**src/rtl/hex_display_ctrl.sv**
```systemverilog
// -----------------------------------------------------------------------------
// hex_display_ctrl
//
// Multi-digit hex display controller for active-low seven-segment banks.
// A load strobe captures a display value, a leading-zero-blanking enable and a
// per-digit blink mask. Every nibble is decoded to a full 0-F glyph set. Leading
// zeros are optionally blanked, and a free-running divider blinks the selected
// digits. All outputs are registered.
//
// Ports
//   clk         : system clock, all state updates on the rising edge
//   rst         : synchronous active-high reset, overrides load
//   load        : single-cycle capture strobe for value/lzb_en/blink_mask
//   value       : DIGITS nibbles, digit 0 at [3:0] (rightmost)
//   lzb_en      : leading-zero blanking enable, captured with load
//   blink_mask  : bit i=1 makes digit i blink, captured with load
//   hex_out     : digit i segments at [7i+6:7i], {g,f,e,d,c,b,a}, active-low
//   blink_phase : current blink phase, 1 = blinking digits blanked
// -----------------------------------------------------------------------------
module hex_display_ctrl #(
    parameter int DIGITS    = 6,
    parameter int BLINK_DIV = 25_000_000
) (
    input  logic                  clk,
    input  logic                  rst,
    input  logic                  load,
    input  logic [4*DIGITS-1:0]   value,
    input  logic                  lzb_en,
    input  logic [DIGITS-1:0]     blink_mask,
    output logic [7*DIGITS-1:0]   hex_out,
    output logic                  blink_phase
);

    localparam int              CNT_W     = $clog2(BLINK_DIV);
    localparam logic [CNT_W-1:0] CNT_MAX  = CNT_W'(BLINK_DIV - 1);
    localparam logic [6:0]      SEG_BLANK = 7'h7F;

    // Capture registers
    logic [4*DIGITS-1:0] val_q;
    logic                lzb_q;
    logic [DIGITS-1:0]   bmask_q;

    // Blink divider
    logic [CNT_W-1:0]    cnt_q, cnt_d;
    logic                phase_q, phase_d;
    logic                cnt_wrap;

    // Output register
    logic [7*DIGITS-1:0] hex_q, hex_d;

    // Per-digit leading-zero blank flags
    logic [DIGITS-1:0]   lzb_blank;
    logic                zero_above;

    function automatic logic [6:0] seg_decode(input logic [3:0] nib);
        logic [6:0] seg;
        unique case (nib)
            4'h0: seg = 7'h40;
            4'h1: seg = 7'h79;
            4'h2: seg = 7'h24;
            4'h3: seg = 7'h30;
            4'h4: seg = 7'h19;
            4'h5: seg = 7'h12;
            4'h6: seg = 7'h02;
            4'h7: seg = 7'h78;
            4'h8: seg = 7'h00;
            4'h9: seg = 7'h10;
            4'hA: seg = 7'h08;
            4'hB: seg = 7'h03;
            4'hC: seg = 7'h46;
            4'hD: seg = 7'h21;
            4'hE: seg = 7'h06;
            4'hF: seg = 7'h0E;
        endcase
        return seg;
    endfunction

    // Walk from the most significant digit downwards: digit i is blanked while
    // every nibble from the top down to i is zero. Digit 0 is never examined,
    // so an all-zero value still shows a single '0'.
    always_comb begin
        // NOTE: every always_comb output gets a default first so no path leaves it unassigned (no latch).
        lzb_blank  = '0;
        zero_above = lzb_q;
        for (int i = DIGITS - 1; i >= 1; i--) begin
            zero_above   = zero_above && (val_q[4*i +: 4] == 4'h0);
            lzb_blank[i] = zero_above;
        end
    end

    always_comb begin
        hex_d = '0;
        for (int i = 0; i < DIGITS; i++) begin
            if (lzb_blank[i] || (bmask_q[i] && phase_q)) begin
                hex_d[7*i +: 7] = SEG_BLANK;
            end else begin
                hex_d[7*i +: 7] = seg_decode(val_q[4*i +: 4]);
            end
        end
    end

    assign cnt_wrap = (cnt_q == CNT_MAX);
    assign cnt_d    = cnt_wrap ? '0 : cnt_q + CNT_W'(1);
    assign phase_d  = phase_q ^ cnt_wrap;

    always_ff @(posedge clk) begin
        // NOTE: sequential state uses non-blocking assignments so every register sees pre-edge values.
        if (rst) begin
            val_q   <= '0;
            lzb_q   <= 1'b0;
            bmask_q <= '0;
            cnt_q   <= '0;
            phase_q <= 1'b0;
            hex_q   <= {DIGITS{SEG_BLANK}};
        end else begin
            cnt_q   <= cnt_d;
            phase_q <= phase_d;
            hex_q   <= hex_d;
            if (load) begin
                val_q   <= value;
                lzb_q   <= lzb_en;
                bmask_q <= blink_mask;
            end
        end
    end

    assign hex_out     = hex_q;
    assign blink_phase = phase_q;

endmodule
```
**config.mk**
```make
export PLATFORM = sky130hd
export DESIGN_NAME = hex_display_ctrl
export DESIGN_NICKNAME = d
export VERILOG_FILES = /design/src/rtl/hex_display_ctrl.sv
export SDC_FILE = /design/constraint.sdc
export NUM_CORES = 1
export LEC_CHECK = 0
export CAP_MARGIN = 15
export CORE_ASPECT_RATIO = 1.75
export CORE_MARGIN = 3
export CORE_UTILIZATION = 25
export CTS_BUF_LIST = sky130_fd_sc_hd__clkbuf_4
export CTS_CLUSTER_SIZE = 12
export DETAILED_ROUTE_END_ITERATION = 8
export GPL_TIMING_DRIVEN = 0
export SLEW_MARGIN = 20
export SYNTH_ARGS = -nofsm -noshare
export SYNTH_HDL_FRONTEND = slang
export SYNTH_SLANG_ARGS = --single-unit
```
**constraint.sdc**
```tcl
create_clock -name clk -period 1.65 [get_ports clk]
set_input_delay 0.165 -clock clk [delete_from_list [all_inputs] [get_ports clk]]
set_output_delay 0.165 -clock clk [all_outputs]
set_load 0.02 [all_outputs]
```
==> metrics.txt, run 1 <==
RD Place Congestion 0.770; outcome completed; P&R area growth vs syn 35.8%; Clk Latency, worst-skew pair 0.45 ns; fin. max-slew vios 0; HP Class input port to register; Seq cells post-synth 99; RSZ-0062 raised after global routing yes; core area between 15000 and 20000 um2; largest net degree at the start of global routing 17; number of distinct library cells after synthesis 48; max cap viols 0; final antenna-violating net count 0; post-synthesis sequential area ratio 42.0%; EDFF count, synth 0; Clock Tree Buf Depth 2; Finished Core Util around a third; RR Startpoint val_q[20]$_SDFFE_PP0P_; most frequent cell after synthesis dfxtp_1; CP endpoint hex_out[27]$_SDFF_PP1_; via count 4027; Post-Syn Nets 580; post-synthesis cell area about 4700 um2; Worst R2R End hex_out[27]$_SDFF_PP1_; Sequential Power Share 53.2%; die width about 110 um; Synth warnings 0; largest stage delay on the critical path between 0.3 and 0.4 ns; CP arrival 2.00 ns; Fin. Hold Viols 0; Post-Place Cells ~820; Synth area leaders dfxtp_1, ha_1, mux2i_1; initial drt markers about 170; starting density of the core between 20 and 30%; Yosys top cell by area dfxtp_1; finished layout cell area approximately 6400 um2; worst hold slack approximately 0.067 ns; Chip Height 188 um; asr flop ratio synth 0%; die area 20600 um2; CP startpoint val_q[20]$_SDFFE_PP0P_; Pint approximately 3.5 mW; clock power share 25.6%; DP Wirelength 8980 um; DR DRC count 0; final setup fails 0; hold buffer count at CTS 0; Cell Count, Final, Fillers Out 859; num ports 77; All-Layer GR Usage between 10 and 15%; fin crit period around 1.6 ns; setup TNS 0 ns; Synth Flop Type dfxtp_1; kind of end point of the critical path register; Synth top cells by count dfxtp_1, nor2_1, nand2_1; Comb pwr share 21.2%; post-DR vias/cell approximately 4.7; Critical Path Start Type register; clock-pin transition on the worst setup and hold timing paths ~0.15 ns; Tot Pwr 4.95 mW; Worst slew margin between 30% and 40%; Layout Nets roughly 690; CTS tree done; reg-to-reg setup timing slack 0.002 ns; number of global-route vias before repair 3967; dpl ws -0.864 ns; worst vdd ir 0.302 mV; Least-Margin Pin Slew between 0.9 and 1 ns; P_leak about 2.4 nW; Final period util about 100%; switch share 28.9%; H-tree levels 3; Clock Tree Root clkbuf_4; Sw Pwr 1.43 mW; CP max stage cell dfxtp_4; Area after DPL 5770 um2; r2r worst-path depth 7; wire per inst about 14 um; share of cells above drive strength 1 17.8%; row count 65; initial antenna violation count 1; Post-Syn Instances between 500 and 600; TritonRoute pass-1 iters 4; Critical Path RT around 2.0 ns; final WL approximately 12000 um; Crit Path Max Fanout 7; Max Freq around 610 MHz; critical path class register to register; post-synth top area share around two fifths; crit path cell chain inv_4 -> ha_4 -> nor4bb_4 -> and2_4 -> a221oi_4 -> buf_12 -> o311ai_1; Setup Skew ~0.024 ns; pwr dens between 700 and 800 nW/um2; clock sinks 99; Syn Area/Cell between 9 and 10 um2; slack of the critical path between 0.0015 and 0.002 ns; number of port buffers 75; first-pass GRT wire length between 15000 and 20000 um; CTS buffer count 9; FILL cells 1903; grt ovf 0
## power by group through the flow
stage                     sequential [mW]  combinational [mW]  clock, mW
after global routing                 2.65                1.15       1.41
after CTS                            2.63                1.00       1.32
after floorplan                      2.80               0.385          0
after global placement               2.68               0.911          0
after detailed placement             2.69               0.916          0
final                                2.63                1.05       1.27
## state kept, by name (all words and copies together), names as in the netlist
register and count:
blink_phase 1, val_q 24, cnt_q 25, hex_out 42, bmask_q 6, lzb_q 1
## metal layers
| layer | track usage [%] | routed length [um] | vias to the layer above |
|---|---|---|---|
| li1 | - | - | 2036 |
| met1 | 11.3 | 4450 | 1907 |
| met2 | 22.4 | 6790 | 66 |
| met3 | 2.34 | 453 | 18 |
| met4 | 5.33 | 318 | 0 |
| met5 | 0 | 0 | - |
## kinds of logic after synthesis
| logic type | Yosys count | synth area share (%) |
|---|---|---|
| xor+xnor | 10 | 1.86 |
| buf+inv | 51 | 4.59 |
| mux | 32 | 6.81 |
| compound gates | 110 | 16.9 |
| simple gates | 180 | 19.4 |
| flops | 99 | 42.0 |
| fa+ha+maj | 32 | 8.48 |
## critical path, delay by kind of cell, from the launching register on
| kind | cells | cell delay (ns) |
|---|---|---|
| AND/OR/NAND/NOR | 2 | 0.61 |
| adder cells (fa/ha/maj) | 1 | 0.14 |
| buffers and inverters | 2 | 0.25 |
| flip-flops | 1 | 0.38 |
| AO/OA/AOI/OAI | 2 | 0.16 |
## area by class of cell
class	instances	area, um2	area share (%)
Antenna cell	1	2.50	0.0390
Buffer	24	135	2.11
Clock buffer	9	67.6	1.05
Clock inverter	7	68.8	1.07
Inverter	24	95.1	1.48
Multi-Input combinational cell	364	2770	43.3
Sequential cell	99	2030	31.6
Tap cell	234	293	4.57
Timing Repair Buffer	97	947	14.8
## how the worst min path moves through the flow
stage,start,to,cells past startpoint
2_1_floorplan,lzb_en,lzb_q$_SDFFE_PP0P_,2
5_1_grt,load,bmask_q[5]$_SDFFE_PP0P_,3
6_report,load,bmask_q[5]$_SDFFE_PP0P_,3
4_1_cts,load,bmask_q[5]$_SDFFE_PP0P_,3
3_5_place_dp,cnt_q[0]$_SDFF_PP0_,cnt_q[0]$_SDFF_PP0_,1
3_3_place_gp,cnt_q[0]$_SDFF_PP0_,cnt_q[0]$_SDFF_PP0_,1
## repair_timing
item,4_1_cts,5_1_grt
buffers inserted,12,11
resized for setup,60,55
pin swaps,12,12
endpoints found under the setup margin,58,66
cloned,0,1
## placed cells by master, fill, tap and decap left out, types with 4 or more instances in the layout
cell,synthesis,layout
nor2_1,61,59
o311ai_0,23,4
nand2_1,41,41
xor2_1,8,8
dfxtp_1,99,77
ha_1,32,27
clkdlybuf4s50_1,0,72
or3_1,8,8
ha_4,0,4
buf_4,2,17
or4_1,5,5
dfxtp_2,0,15
nand2b_1,13,13
clkbuf_1,20,16
a32oi_1,4,4
clkbuf_4,0,9
o311ai_1,0,8
buf_6,2,8
o311ai_2,0,9
a21oi_1,16,15
a21o_1,7,7
o31ai_1,6,5
o211ai_1,23,23
and3_1,5,4
inv_1,24,19
nand3_1,15,15
o21ai_0,20,19
nand4_1,8,8
mux2i_1,31,31
dfxtp_4,0,7
No activity file was read; power rests on OpenSTA's default activity.
==> run 2, diff against run 1 <==
--- a/config.mk
+++ b/config.mk
@@ -13,7 +13,6 @@
 export CTS_CLUSTER_SIZE = 12
 export DETAILED_ROUTE_END_ITERATION = 8
 export GPL_TIMING_DRIVEN = 0
-export SLEW_MARGIN = 20
 export SYNTH_ARGS = -nofsm -noshare
 export SYNTH_HDL_FRONTEND = slang
 export SYNTH_SLANG_ARGS = --single-unit
==> results of run 2 <==
Same layout as run 1: the final DEF is identical, and so are final timing and power.
==> run 3, diff against run 2 <==
--- a/config.mk
+++ b/config.mk
@@ -5,14 +5,16 @@
 export SDC_FILE = /design/constraint.sdc
 export NUM_CORES = 1
 export LEC_CHECK = 0
-export CAP_MARGIN = 15
+export ABC_AREA = 1
+export CAP_MARGIN = 25
 export CORE_ASPECT_RATIO = 1.75
 export CORE_MARGIN = 3
-export CORE_UTILIZATION = 25
+export CORE_UTILIZATION = 50
 export CTS_BUF_LIST = sky130_fd_sc_hd__clkbuf_4
 export CTS_CLUSTER_SIZE = 12
 export DETAILED_ROUTE_END_ITERATION = 8
 export GPL_TIMING_DRIVEN = 0
+export PLACE_DENSITY = 0.78
 export SYNTH_ARGS = -nofsm -noshare
 export SYNTH_HDL_FRONTEND = slang
 export SYNTH_SLANG_ARGS = --single-unit
==> run 3 against run 2 <==
  * Synthesized area rose by 0.85%
  * Synthesized cell count up 22%
  * Global-route usage up 11 points
  * Sequential power is essentially flat
  * Combinational power fell by 6%
  * Final area fell by 8.3%
  * Utilization grew 29 points
  * First-iteration DRC count rose by 67%
  * Clock skew is 0.0085 ns lower
  * Hold slack better by 0.20 ns
  * Via count grew 11%
  * Critical path type is now register to output port
  * Highest routed layer unchanged
==> metrics.txt, run 3 <==
Buf+Inv Stages, Crit Path 1; post-synth top area share 41.6%; final WL between 10000 and 15000 um; CTS tree done; worst vdd ir ~0.57 mV; clock-pin transition on the worst setup and hold timing paths about 0.16 ns; switch share between 20 and 30%; Synth warnings 0; first-pass GRT wire length between 15000 and 20000 um; die width ~80 um; Chip Height between 100 and 150 um; DR DRC count 0; Worst slew margin between 50 and 60%; number of port buffers 76; commonest non-fill, non-tap cells in the layout nand2_1, dfxtp_1, nor2_1; post-synthesis cell area about 4800 um2; RD Place Congestion ~0.90; CTS buffer count 9; clock sinks just under 100; Cell Count, Final, Fillers Out 842; Clk Latency, worst-skew pair approximately 0.47 ns; via count 4487; outcome completed; hold buffer count at CTS 0; kind of end point of the critical path output port; starting density of the core 52.0%; hold path startpoint blink_mask[4]; HP Class input port to register; Crit Path Max Fanout 1; Sequential Power Share between 50% and 60%; initial drt markers around 280; RR Startpoint cnt_q[0]$_SDFF_PP0_; Seq cells post-synth 99; fin crit period roughly 1.6 ns; Post-Syn Instances approximately 630; slack of the critical path about 0.06 ns; asr flop ratio synth 0%; reg-to-reg setup timing slack approximately 0.09 ns; largest net degree at the start of global routing 17; grt ovf 0; critical path class register to output port; Synth top cells by count nand2_1, dfxtp_1, nor2_1; most frequent cell after synthesis nand2_1; Syn Area/Cell about 7.6 um2; r2r worst-path depth 9; Critical Path RT approximately 1.5 ns; Pint 3.60 mW; initial antenna violation count 1; Worst Hold End bmask_q[4]$_SDFFE_PP0P_; num ports 77; Clock Tree Buf Depth 2; All-Layer GR Usage 22.1%; largest stage delay on the critical path about 0.61 ns; dpl ws -0.133 ns; Largest register FFs 42; fin. max-slew vios 0; wire per inst approximately 14 um; P_leak approximately 2.3 nW; H-tree levels 3; Synth area leaders dfxtp_1, nand2_1, ha_1; Critical Path Start Type register; CP delay by family, top buffers and inverters; Setup Skew ~0.015 ns; setup TNS 0 ns; Post-Syn Nets between 600 and 700; commonest non-fill, non-tap cell in the layout nand2_1; DP Wirelength 8850 um; TritonRoute pass-1 iters 7; clock power share between 20% and 30%; Max Freq 629 MHz; Comb pwr share roughly a fifth; Sw Pwr approximately 1.5 mW; finished layout cell area roughly 6000 um2; Hold Path Stages 3; die area ~11000 um2; CP startpoint hex_out[4]$_SDFF_PP1_; Synth Flop Type dfxtp_1; final setup fails 0; post-DR vias/cell roughly 5.3; EDFF count, synth 0; Area after DPL 5670 um2; Clock Tree Root clkbuf_4; Final period util slightly below 100%; row count 46; Post-Place Cells roughly 830; Fin. Hold Viols 0; Yosys top cell by area dfxtp_1; CP max stage cell clkdlybuf4s50_1; post-synthesis sequential area ratio around two fifths; number of distinct library cells after synthesis 36; max cap viols 0; P&R area growth vs syn 23.5%; Least-Margin Pin Slew roughly 0.63 ns; crit path cell chain clkdlybuf4s50_1; FILL cells 790; final antenna-violating net count 0; CP arrival approximately 1.4 ns; Layout Nets roughly 800; share of cells above drive strength 1 about 6.5%; core area ~9200 um2; pwr dens ~860 nW/um2; number of global-route vias before repair 4328; Worst R2R End cnt_q[2]$_SDFF_PP0_; Setup Fix Bufs, Post-CTS 0
[run 3: cell count changes after synthesis, moves of 18 or more]
cell / before / now
a21oi_1: 16 / 54
inv_1: 24 / 59
mux2i_1: 31 / 0
nand2_1: 41 / 115
nand3_1: 15 / 33
nor2_1: 61 / 83
o21ai_0: 20 / 52
o311ai_0: 23 / 1
[run 3: worst max-delay path by stage]
| stage | end | slack [ns] | depth (start not counted) |
|---|---|---|---|
| final | hex_out[4] | 0.06 | 1 |
| after detailed placement | val_q[8]$_SDFFE_PP0P_ | -0.13 | 5 |
| after CTS | cnt_q[0]$_SDFF_PP0_ | 0.01 | 9 |
| after global placement | hex_out[31]$_SDFF_PP1_ | -0.12 | 5 |
| after global routing | hex_out[17]$_SDFF_PP1_ | -0.01 | 6 |
| after floorplan | cnt_q[17]$_SDFF_PP0_ | 0.26 | 9 |
[run 3: area by class of cell]
class | count | area (um2) | share of cell area [%]
Multi-Input combinational cell | 449 | 2480 | 42.2
Inverter | 62 | 233 | 3.96
Buffer | 19 | 98.8 | 1.68
Tap cell | 120 | 150 | 2.55
Clock inverter | 7 | 91.3 | 1.55
Clock buffer | 9 | 67.6 | 1.15
Timing Repair Buffer | 76 | 767 | 13.0
Antenna cell | 1 | 2.50 | 0.0426
Sequential cell | 99 | 1990 | 33.8
[run 3: what timing repair did]
item / CTS / global route
resized for setup: 2 / 13
pin swaps: 0 / 1
setup endpoints to repair: 6 / 44
[run 3: power by group through the flow]
stage / logic (mW) / clock network [mW] / registers (mW)
finish: 0.990 / 1.43 / 2.64
global route: 1.09 / 1.56 / 2.66
CTS: 0.978 / 1.45 / 2.64
detailed placement: 0.973 / 0 / 2.70
global placement: 0.953 / 0 / 2.69
floorplan: 0.425 / 0 / 2.82
[run 3: logic make-up (layout without fill, tap and decap cells)]
family	Yosys count	in the layout	synth area share, %
compound gates	147	147	17.6
buf+inv	81	173	6.97
fa+ha+maj	32	32	8.41
other cells	0	1	0
xor+xnor	10	10	1.84
simple gates	260	260	23.5
flops	99	99	41.6
[run 3: routing by layer]
layer  up-vias  global-route usage (%)  part of all wire [%]
li1       2261                       -                     -
met4         0                    11.1                   3.7
met5         -                       0                     0
met3        37                    5.14                   5.1
met1      2034                    22.6                    37
met2       155                    41.0                    55
[run 3: stage by stage]
step | total power [mW] | hold WS (ns) | utilization (%)
global route | 5.31 | 0.243 | 64.2
finish | 5.06 | 0.272 | 64.2
CTS | 5.08 | 0.248 | 63.7
floorplan | 3.24 | 0.234 | -
global placement | 3.64 | 0.448 | 62.0
detailed placement | 3.67 | 0.461 | 62.0
